<file path="config.mk">
export PLATFORM = sky130hd
export DESIGN_NAME = program_counter
export DESIGN_NICKNAME = d
export VERILOG_FILES = /design/src/rtl/program_counter.sv
export SDC_FILE = /design/constraint.sdc
export NUM_CORES = 1
export LEC_CHECK = 0
export CAP_MARGIN = 20
export CORE_AREA = 4 4 95 97
export DETAILED_ROUTE_END_ITERATION = 12
export DIE_AREA = 0 0 99 101
export PLACE_DENSITY = 0.5
export REMOVE_ABC_BUFFERS = 1
export SLEW_MARGIN = 20
export SYNTH_ARGS = -nofsm -noshare
export SYNTH_HDL_FRONTEND = slang
export SYNTH_SLANG_ARGS = --single-unit
</file>
<file path="constraint.sdc">
create_clock -name CLK -period 2.51 [get_ports CLK]
set_input_delay 0.753 -clock CLK [delete_from_list [all_inputs] [get_ports CLK]]
set_output_delay 0.753 -clock CLK [all_outputs]
set_load 0.01 [all_outputs]
</file>
<file path="src/rtl/program_counter.sv">
// Hack-style program counter: drives the instruction ROM address, loads the
// A register value on a taken C-instruction jump, supports stall and a
// synchronous soft reset, parks in HALT on the unconditional jump-to-self
// idiom, and keeps a saturating count of retired instructions.
module program_counter #(
    parameter int WIDTH       = 16,
    parameter bit HALT_DETECT = 1'b1
) (
    input  logic             CLK,
    input  logic             RESET_N,
    input  logic [WIDTH-1:0] A,
    input  logic [2:0]       jump,
    input  logic             is_c,
    input  logic             zr,
    input  logic             ng,
    input  logic             stall,
    input  logic             soft_rst,
    input  logic             resume,
    output logic [WIDTH-1:0] Q,
    output logic             taken,
    output logic             halted,
    output logic [WIDTH-1:0] retired
);

    typedef enum logic [0:0] {
        RUN  = 1'b0,
        HALT = 1'b1
    } state_t;

    localparam logic [WIDTH-1:0] ZERO_W = {WIDTH{1'b0}};
    localparam logic [WIDTH-1:0] ONE_W  = {{(WIDTH-1){1'b0}}, 1'b1};
    localparam logic [WIDTH-1:0] ONES_W = {WIDTH{1'b1}};

    state_t           state_r;
    logic [WIDTH-1:0] q_r;
    logic             taken_r;
    logic             halted_r;
    logic [WIDTH-1:0] retired_r;

    logic             cond_s;
    logic             halt_hit_s;
    logic [WIDTH-1:0] q_inc_s;
    logic [WIDTH-1:0] retired_inc_s;

    // Counter increment that sticks at all-ones instead of wrapping.
    function automatic logic [WIDTH-1:0] sat_inc(input logic [WIDTH-1:0] v);
        if (v == ONES_W) begin
            return v;
        end else begin
            return v + ONE_W;
        end
    endfunction

    // Jump decision, jump-to-self halt detection and next-address arithmetic.
    always_comb begin
        cond_s        = is_c & ((jump[2] & ng) | (jump[1] & zr) | (jump[0] & ~ng & ~zr));
        halt_hit_s    = HALT_DETECT & cond_s & (jump == 3'b111) & (A == q_r);
        q_inc_s       = q_r + ONE_W;
        retired_inc_s = sat_inc(retired_r);
    end

    // PC state machine; every output comes straight from a register.
    always_ff @(posedge CLK or negedge RESET_N) begin
        if (!RESET_N) begin
            state_r   <= RUN;
            q_r       <= ZERO_W;
            taken_r   <= 1'b0;
            halted_r  <= 1'b0;
            retired_r <= ZERO_W;
        end else if (soft_rst) begin
            // Soft reset wins over stall, resume and HALT.
            state_r   <= RUN;
            q_r       <= ZERO_W;
            taken_r   <= 1'b0;
            halted_r  <= 1'b0;
            retired_r <= ZERO_W;
        end else begin
            case (state_r)
                RUN: begin
                    if (stall) begin
                        q_r       <= q_r;
                        taken_r   <= taken_r;
                        retired_r <= retired_r;
                    end else if (halt_hit_s) begin
                        // Program's terminating loop: park without retiring.
                        state_r  <= HALT;
                        halted_r <= 1'b1;
                        taken_r  <= 1'b1;
                    end else if (cond_s) begin
                        q_r       <= A;
                        taken_r   <= 1'b1;
                        retired_r <= retired_inc_s;
                    end else begin
                        q_r       <= q_inc_s;
                        taken_r   <= 1'b0;
                        retired_r <= retired_inc_s;
                    end
                end
                HALT: begin
                    if (resume && !stall) begin
                        state_r   <= RUN;
                        halted_r  <= 1'b0;
                        q_r       <= q_inc_s;
                        taken_r   <= 1'b0;
                        retired_r <= retired_inc_s;
                    end else begin
                        state_r   <= HALT;
                        halted_r  <= 1'b1;
                        q_r       <= q_r;
                        retired_r <= retired_r;
                    end
                end
                default: begin
                    state_r  <= RUN;
                    halted_r <= 1'b0;
                end
            endcase
        end
    end

    assign Q       = q_r;
    assign taken   = taken_r;
    assign halted  = halted_r;
    assign retired = retired_r;

endmodule

</file>
* After elaboration in Yosys (flattened, before gate mapping)
Index checks and enable logic that the tools add are counted.
Storage, ports and cells: register bits 35, logic and storage cells 58
Cells by class: add/subtract/negate cells 2, equal/unequal tests 7, muxes and demuxes 27, bitwise logic cells 12, reductions and logical operators 5
Operators with widths (number):
- $mux W16 | 10
- $pmux W16 S2 | 2
- $add A16 B1 Y16 const B | 2
- $eq A16 B16 Y1 | 1
- $eq A16 B16 Y1 const B | 1
- $mux W1 | 12
- $ne A3 B3 Y1 const B | 3
- $and A1 B1 Y1 | 7
- $pmux W1 S2 | 3
- $reduce_and A2 Y1 | 2
- $eq A3 B3 Y1 const B | 1
- $ne A3 B2 Y1 const B | 1
- $not A1 Y1 | 3
- $reduce_and A3 Y1 | 1
- $or A1 B1 Y1 | 2
- $logic_and A1 B1 Y1 | 1
- $logic_not A1 Y1 | 1

* Logic depth before layout (Yosys ltp)
Gate-level depths: netlist of the first run.
word-level depth 11, gate-level depth with buffers 9, mapped depth without buffers 7

* Worst setup path after synthesis of the first run
No wires, ideal clock.
kind in2reg, start input port jump[2], end register retired_r[5], in the netlist retired[5], arrival 2.191 ns, required time 2.382 ns, slack 0.191 ns, cell stages on the path 6, path buffers 1, cell sequence a22o_1 -> o21ai_1 -> o31ai_2 -> buf_4 -> nor4_1 -> mux2_1
Between the ends: word-level cells in the longest chain between the ends 8, elaborated cells on any way between the ends 9, those cells by class 2 x eq/ne; 6 x bitwise; 1 x reduce/logical
Ends and longest elaborated chain:
- from (decl) | RTL line 12 | input logic [2:0] jump,
- $and A1 B1 Y1 | RTL line 56 | cond_s = is_c & ((jump[2] & ng) | (jump[1] & zr) | (jump[0] & ~ng & ~zr));
- $or A1 B1 Y1 (2 in a row) | RTL line 56
- $and A1 B1 Y1 | RTL line 56
- $and A1 B1 Y1 * (2 in a row) | RTL line 57 | halt_hit_s = HALT_DETECT & cond_s & (jump == 3'b111) & (A == q_r);
- $ne A3 B3 Y1 (no source line) *
- $reduce_and A3 Y1 (no source line) *
- to (signal assigned) | RTL line 83 | retired_r <= retired_r;
- to (signal assigned) | RTL line 92 | retired_r <= retired_inc_s;
- to (signal assigned) | RTL line 96 | retired_r <= retired_inc_s;
- to (decl) | RTL line 38 | logic [WIDTH-1:0] retired_r;
Every way passes the cells marked *; elsewhere a longest branch is shown, timed or not. A chain may end at the register's enable or synchronous reset.

* Worst setup path in the final report of the first run
start input port A[9], end register retired_r[15], in the netlist retired[15]
Between the ends: word-level cells in the longest chain between the ends 4
Ends and longest elaborated chain:
- from (decl) | RTL line 11 | input logic [WIDTH-1:0] A,
- $eq A16 B16 Y1 | RTL line 57
- $and A1 B1 Y1 | RTL line 57
- $ne A3 B3 Y1 (no source line)
- $reduce_and A3 Y1 (no source line)
No other way between the ends.

==> results of run 1 <==
-- kinds of logic (layout without fill, tap and decap cells) --
family	Yosys count	count (layout)	synth area share, %
multiplexers	5	5	2.20
AO/OA/AOI/OAI	82	82	22.4
flip-flops	35	35	36.7
XOR/XNOR	16	16	5.87
AND/OR/NAND/NOR	120	120	26.1
buffers and inverters	25	113	5.66
adder cells (fa/ha/maj)	2	2	1.05
-- synth_stat cells, drive strengths merged (9+ instances only) --
master  instances
a21oi          31
buf             9
clkbuf         10
dfrtp          35
nand2          25
nand3          14
nand4           9
nor2           26
nor3           11
o21ai           9
o31ai          16
or4            10
xor2           12
-- flip-flops by register name (all words and copies together) (netlist names) --
register and count:
retired 16, halted 1, Q 16, state_r 1
taken 1
-- path summary, 6_finish.rpt --
kind | start | end
min in group asynchronous | RESET_N | halted
hold / removal | halted | halted
max in group asynchronous | RESET_N | Q[6]
setup / recovery | A[9] | retired[15]
setup reg to reg | Q[2] | retired[15]
hold reg to reg | halted | halted
-- area by class of cell --
class                      count  share of cell area (%)
clock buffer                   7                    2.19
clock inverter                 1                   0.144
inverter                       6                   0.647
multi-input combinational    225                    41.5
sequential                    35                    25.1
tap                          105                    3.77
timing repair buffer          99                    26.7
-- metal layers --
layer,routed length (um),up-vias
met5,0,-
met4,49,0
met3,435,7
met2,3430,72
met1,3620,1158
li1,-,1235
-- stage by stage --
step	cells	util, %	total power, W	instance area, sq um	setup TNS, ns
floorplan	266	-	0.000713	2270	-38.15
global placement	464	40.4	0.000887	3290	-9.71
detailed placement	464	40.4	0.000887	3290	-10.15
CTS	477	42.3	0.00131	3440	0
global route	478	42.8	0.00137	3480	-0.00471
finish	478	42.8	0.00130	3480	0
-- power by group through the flow --
stage | registers [W] | logic [W] | clock network [W]
2_1_floorplan | 0.000618 | 0.0000947 | 0
3_3_place_gp | 0.000614 | 0.000273 | 0
3_5_place_dp | 0.000615 | 0.000272 | 0
4_1_cts | 0.000604 | 0.000282 | 0.000425
5_1_grt | 0.000608 | 0.000314 | 0.000450
6_report | 0.000604 | 0.000285 | 0.000408
-- critical path: stages --
cell and delay (ns):
dlygate4sd2_1 0.25, xor2_1 0.18, nor4_2 0.29, nand2_1 0.16
o31ai_4 0.38, buf_12 0.18, buf_8 0.12, nor3_1 0.06
o211a_1 0.21
-- timing repair --
item,CTS,global route
setup endpoints to repair,22,24
gates resized for setup,25,20
gates cloned,1,0
buffers inserted,5,1
pin swaps,14,3
==> impl_metrics.py, run 1 <==
metrics = {
    "cells_and_area": {
        "seqCellArea_sq_um": 876,
        "layout.nets": 401,
        "area_delta_synth_final_pct": 46.0,
        "final_cell_mix": "39 x clkdlybuf4s50_1, 35 x dfrtp_1, 32 x buf_4",
        "drive_above_1_share_pct": 16.9,
        "multi_input_area_sq_um": 1440,
        "layout_commonest_cell": "clkdlybuf4s50_1",
        "antenna_cells": 0,
        "final.fill_count": 861,
    },
    "timing": {
        "slew_violations": 0,
        "finClkSkew_ns": 0.00953,
        "slew_headroom_pct": 63.8,
        "holdWs_ns": 0.496,
        "setup-violations-final": 0,
        "fmax_mhz": 416,
        "hold_viol": 0,
        "tightest_slew_ns": 0.543,
        "layout_setup_ws_ns": 0.105,
        "layout_min_cycle_time_ns": 2.41,
        "finalCritPeriodShare_pct": 95.8,
    },
    "floorplanning": {
        "fp-row-count": 33,
        "dieArea_sq_um": 10000,
        "die_h_um": 101,
        "fp.dieW_um": 99,
        "coreArea_sq_um": 8130,
        "boundaryPins": 61,
        "start_util_pct": 29.3,
    },
    "power_and_ir_drop": {
        "p_sw_share_pct": 29.2,
        "cellLeakagePower_nw": 1.41,
        "ir_worst_vdd_v": 0.000149,
        "p_switching_w": 0.000379,
        "powerDensity_nw_per_um2": 373,
        "seqPwrFrac_pct": 46.6,
        "combPwrFrac_pct": 22.0,
        "power.internal_w": 0.000919,
        "p_clk_share_pct": 31.5,
    },
    "clocking": {
        "clockRootBuffer": "clkbuf_8",
        "clock-sinks": 35,
        "htreeDepth": 2,
        "clockBufferDepth": 2,
        "hold_buffers": 0,
        "clock_latency_ns": 0.29,
        "cts_buffers": 5,
        "cts_tree": "built",
        "clk_pin_slew_ns": 0.07,
    },
    "global_route": {
        "grtUsageMet2_pct": 24.7,
        "gr-usage-all-layers_pct": 15.3,
        "grt-ovfl-total": 0,
        "gr-usage-met1_pct": 20.4,
        "antenna_found_initial": 0,
        "grt_use_met3_pct": 3.81,
        "grt_pass1_wl_mm": 12.3,
        "grt_max_degree": 36,
        "busiest_layer": "met2",
        "first_global_vias": 2448,
    },
    "logic_synthesis": {
        "postSynth.asyncResetShare_pct": 100,
        "ys_ff_latch": 35,
        "synth-edff-count": 0,
        "synth_top_area_share_pct": 36.7,
        "yosysTopAreaCell": "dfrtp_1",
        "postSynth.topFlopCell": "dfrtp_1",
        "syn_inst": 285,
        "netlist_area_sq_um": 2390,
        "synth_area_per_cell_sq_um": 8.37,
        "synth_cell_types": 47,
        "synth_seq_area_share_pct": 36.7,
        "yosysWarningCount": 0,
        "synthTopCellsByArea": "dfrtp_1 37%, a21oi_1 6.5%, o31ai_1 4.7%",
    },
    "hold_path": {
        "min_path_cells": 1,
        "worstHoldPathType": "reg -> reg",
    },
    "flow_run": {
        "cap_violations": 0,
    },
    "routing": {
        "via_per_inst": 5.17,
        "drt-pass1-iter-count": 4,
        "post_drt_wl_per_cell_um": 15.8,
        "route.detailed.drc": 0,
        "ant_nets": 0,
        "finalWirelength_mm": 7.54,
        "drt_iter0_drc": 95,
        "vias": 2472,
    },
    "setup_path": {
        "crit_path_max_fanout": 7,
        "path_class": "in -> reg",
        "crit_required_ns": 2.69,
        "r2r_cells": 8,
        "reg2reg_slack_ns": 0.19,
        "crit_path_end_kind": "flip-flop",
        "start_kind": "input port",
        "critPathArrivalTime_ns": 2.59,
    },
    "placement": {
        "portBuffers": 60,
        "routabilityCongestion": 0.876,
        "dpl_worst_slack_ns": -0.431,
        "post-dp-hpwl_mm": 5.25,
    },
    "status": {
        "status": "finished, final reports clean",
    },
}
Power figures use the tool's default switching activity.
==> inputs of run 2 (changes only) <==
- ABC_AREA: default -> 1
- CORE_AREA: 4 4 95 97 -> 4 4 101 103
- DIE_AREA: 0 0 99 101 -> 0 0 105 107
- PLACE_DENSITY: 0.5 -> 0.49
==> run 2 against run 1 <==
Hold slack worse by 0.031 ns. Worst setup slack better by 0.20 ns. Highest routed layer unchanged. Die area increased by 12%. Utilization down 3.2 points. Combinational power up 32%. Largest power group unchanged. Routed wire length grew 16%. Synthesized cell count increased by 54%. Register-to-register slack improved by 0.48 ns. Maximum frequency increased by 9.2%. Final cell count increased by 30%.
==> impl_metrics.py, run 2 <==
metrics = {
    "floorplanning": {
        "coreArea_sq_um": 9200,
        "dieArea_sq_um": 11200,
        "fp-row-count": 35,
        "fp.dieW_um": 105,
        "boundaryPins": 61,
        "die_h_um": 107,
        "start_util_pct": 29.7,
    },
    "logic_synthesis": {
        "synth-edff-count": 0,
        "yosysWarningCount": 0,
        "postSynth.asyncResetShare_pct": 100,
        "postSynth.topFlopCell": "dfrtp_1",
        "synth_top_area_share_pct": 32.0,
        "synth.most_common_cell": "nand2_1",
        "synth_cell_types": 32,
        "syn_inst": 439,
        "synthTopCellsByArea": "dfrtp_1 32%, nand2_1 23%, nor2_1 6.6%",
        "synth_commonest_cells": "167 x nand2_1, 48 x nor2_1, 45 x inv_1",
        "yosysTopAreaCell": "dfrtp_1",
        "netlist_area_sq_um": 2730,
        "synth_area_per_cell_sq_um": 6.23,
        "synth_seq_area_share_pct": 32.0,
        "ys_ff_latch": 35,
    },
    "routing": {
        "route.detailed.drc": 0,
        "drt_iter0_drc": 173,
        "via_per_inst": 4.79,
        "ant_nets": 0,
        "post_drt_wl_per_cell_um": 14.1,
        "finalWirelength_mm": 8.76,
        "vias": 2982,
        "drt-pass1-iter-count": 4,
    },
    "setup_path": {
        "crit_chain": "clkdlybuf4s50_1, inv_1, nand2_1, nand2_1, nor2_1, nand2_1, nor2_2, nand4_4, nand2_2, buf_12, nand2_1, o21ai_0",
        "critPathMaxStageDelay_ns": 0.53,
        "crit_required_ns": 2.71,
        "r2r-end": "retired[12]",
        "start_kind": "input port",
        "path_class": "in -> reg",
        "r2r_cells": 11,
        "reg2reg_slack_ns": 0.67,
        "critPathMostFrequentCell": "nand2_1",
        "r2r-start": "retired[0]",
        "crit_path_max_fanout": 8,
        "crit_start": "A[8]",
        "crit_path_end_kind": "flip-flop",
        "critPathSlowestCell": "clkdlybuf4s50_1",
        "critPathArrivalTime_ns": 2.40,
    },
    "timing": {
        "setup_tns_ns": 0,
        "slew_headroom_pct": 59.7,
        "finClkSkew_ns": 0.00718,
        "setup-violations-final": 0,
        "fmax_mhz": 454,
        "finalCritPeriodShare_pct": 87.7,
        "layout_min_cycle_time_ns": 2.20,
        "rsz0062_at_grt": "false",
        "slew_violations": 0,
        "hold_viol": 0,
        "tightest_slew_ns": 0.605,
    },
    "placement": {
        "post-dp-hpwl_mm": 6.64,
        "routabilityCongestion": 0.857,
        "portBuffers": 60,
    },
    "cells_and_area": {
        "antenna_cells": 0,
        "drive_above_1_share_pct": 7.83,
        "layout.nets": 539,
        "area_delta_synth_final_pct": 33.1,
        "layout_commonest_cell": "nand2_1",
        "final_cell_mix": "167 x nand2_1, 59 x clkdlybuf4s50_1, 48 x nor2_1",
    },
    "clocking": {
        "clockRootBuffer": "clkbuf_8",
        "cts_resized": 0,
        "clock_latency_ns": 0.29,
        "clk_pin_slew_ns": 0.08,
        "htreeDepth": 2,
        "hold_buffers": 0,
        "clock-sinks": 35,
        "cts_tree": "built",
        "cts_buffers": 5,
        "clockBufferDepth": 2,
        "cts_setup_buffers": 0,
    },
    "flow_run": {
        "cap_violations": 0,
    },
    "global_route": {
        "first_global_vias": 2819,
        "grt_max_degree": 27,
        "antenna_found_initial": 0,
        "grt_pass1_wl_mm": 14.4,
        "gr-usage-all-layers_pct": 16.0,
        "grt-ovfl-total": 0,
    },
    "power_and_ir_drop": {
        "power_w": 0.00147,
        "cellLeakagePower_nw": 1.74,
        "powerDensity_nw_per_um2": 404,
        "ir_worst_vdd_v": 0.000180,
    },
    "hold_path": {
        "worstHoldPathType": "in -> async",
    },
    "status": {
        "status": "finished, final reports clean",
    },
}
[run 2: cell types whose count changed in the layout (fill, tap and decap cells not counted), moves of 10 or more]
cell	delta
nand3_1	+10
o31ai_1	-15
dlygate4sd2_1	-15
nand4_1	+16
o21ai_0	+26
inv_1	+39
nand2_1	+142
or4_1	-10
nor2_1	+22
buf_4	-16
a21oi_1	-20
clkdlybuf4s50_1	+20
[run 2: cell type report]
cell class / count / area (sq um)
multi-input combinational: 340 / 1580
fill: 989 / 5560
timing repair buffer: 79 / 776
tap: 111 / 139
clock buffer: 6 / 72.6
clock inverter: 2 / 12.5
inverter: 49 / 184
sequential: 35 / 876
[run 2: through the flow]
step / setup WS, ns / util (%) / hold slack, ns / cells / area [sq um]
final: 0.308 / 39.6 / 0.465 / 622 / 3640
after global routing: 0.132 / 39.6 / 0.492 / 622 / 3640
after CTS: 0.301 / 39.6 / 0.474 / 622 / 3640
after detailed placement: 0.0322 / 38.7 / 0.511 / 614 / 3550
after global placement: 0.0818 / 38.7 / 0.513 / 614 / 3550
after floorplan: 0.377 / - / 0.457 / 424 / 2640
[run 2: routing by layer]
| metal | track usage, % | vias to the layer above | wire [um] |
|---|---|---|---|
| met5 | 0 | - | 0 |
| met2 | 24.5 | 64 | 4000 |
| met4 | 4.69 | 0 | 65 |
| met1 | 23.4 | 1372 | 4350 |
| li1 | - | 1541 | - |
| met3 | 2.05 | 5 | 338 |
[run 2: cell families (layout without fill, tap and decap cells)]
logic type,Yosys count,in the layout,synth area share (%)
compound gates,52,52,10.2
xor+xnor,7,7,2.24
flops,35,35,32.0
fa+ha+maj,2,2,0.915
buf+inv,64,136,10.2
simple gates,279,279,44.5
[run 2: worst max path at each step]
| stage | end | slack (ns) | depth (start not counted) |
|---|---|---|---|
| after floorplan | Q[5] | 0.38 | 6 |
| after global placement | Q[5] | 0.08 | 8 |
| after detailed placement | Q[10] | 0.03 | 12 |
| after CTS | Q[5] | 0.30 | 1 |
| after global routing | Q[4] | 0.13 | 12 |
| final | Q[3] | 0.31 | 12 |
[run 2: critical path, delay by kind of cell]
family	cells	cell delay (ns)
AND/OR/NAND/NOR	8	0.83
buffers and inverters	3	0.72
AO/OA/AOI/OAI	1	0.08
[run 2: report_power, final]
| group | internal (W) | switching, W |
|---|---|---|
| Combinational | 0.000186 | 0.000191 |
| Clock | 0.000195 | 0.000230 |
| Sequential | 0.000598 | 0.0000701 |
==> inputs of run 3 (changes only) <==
- SKIP_LAST_GASP: default -> 1
==> results of run 3 <==
Same layout as run 2: the final DEF is identical, and so are final timing and power.
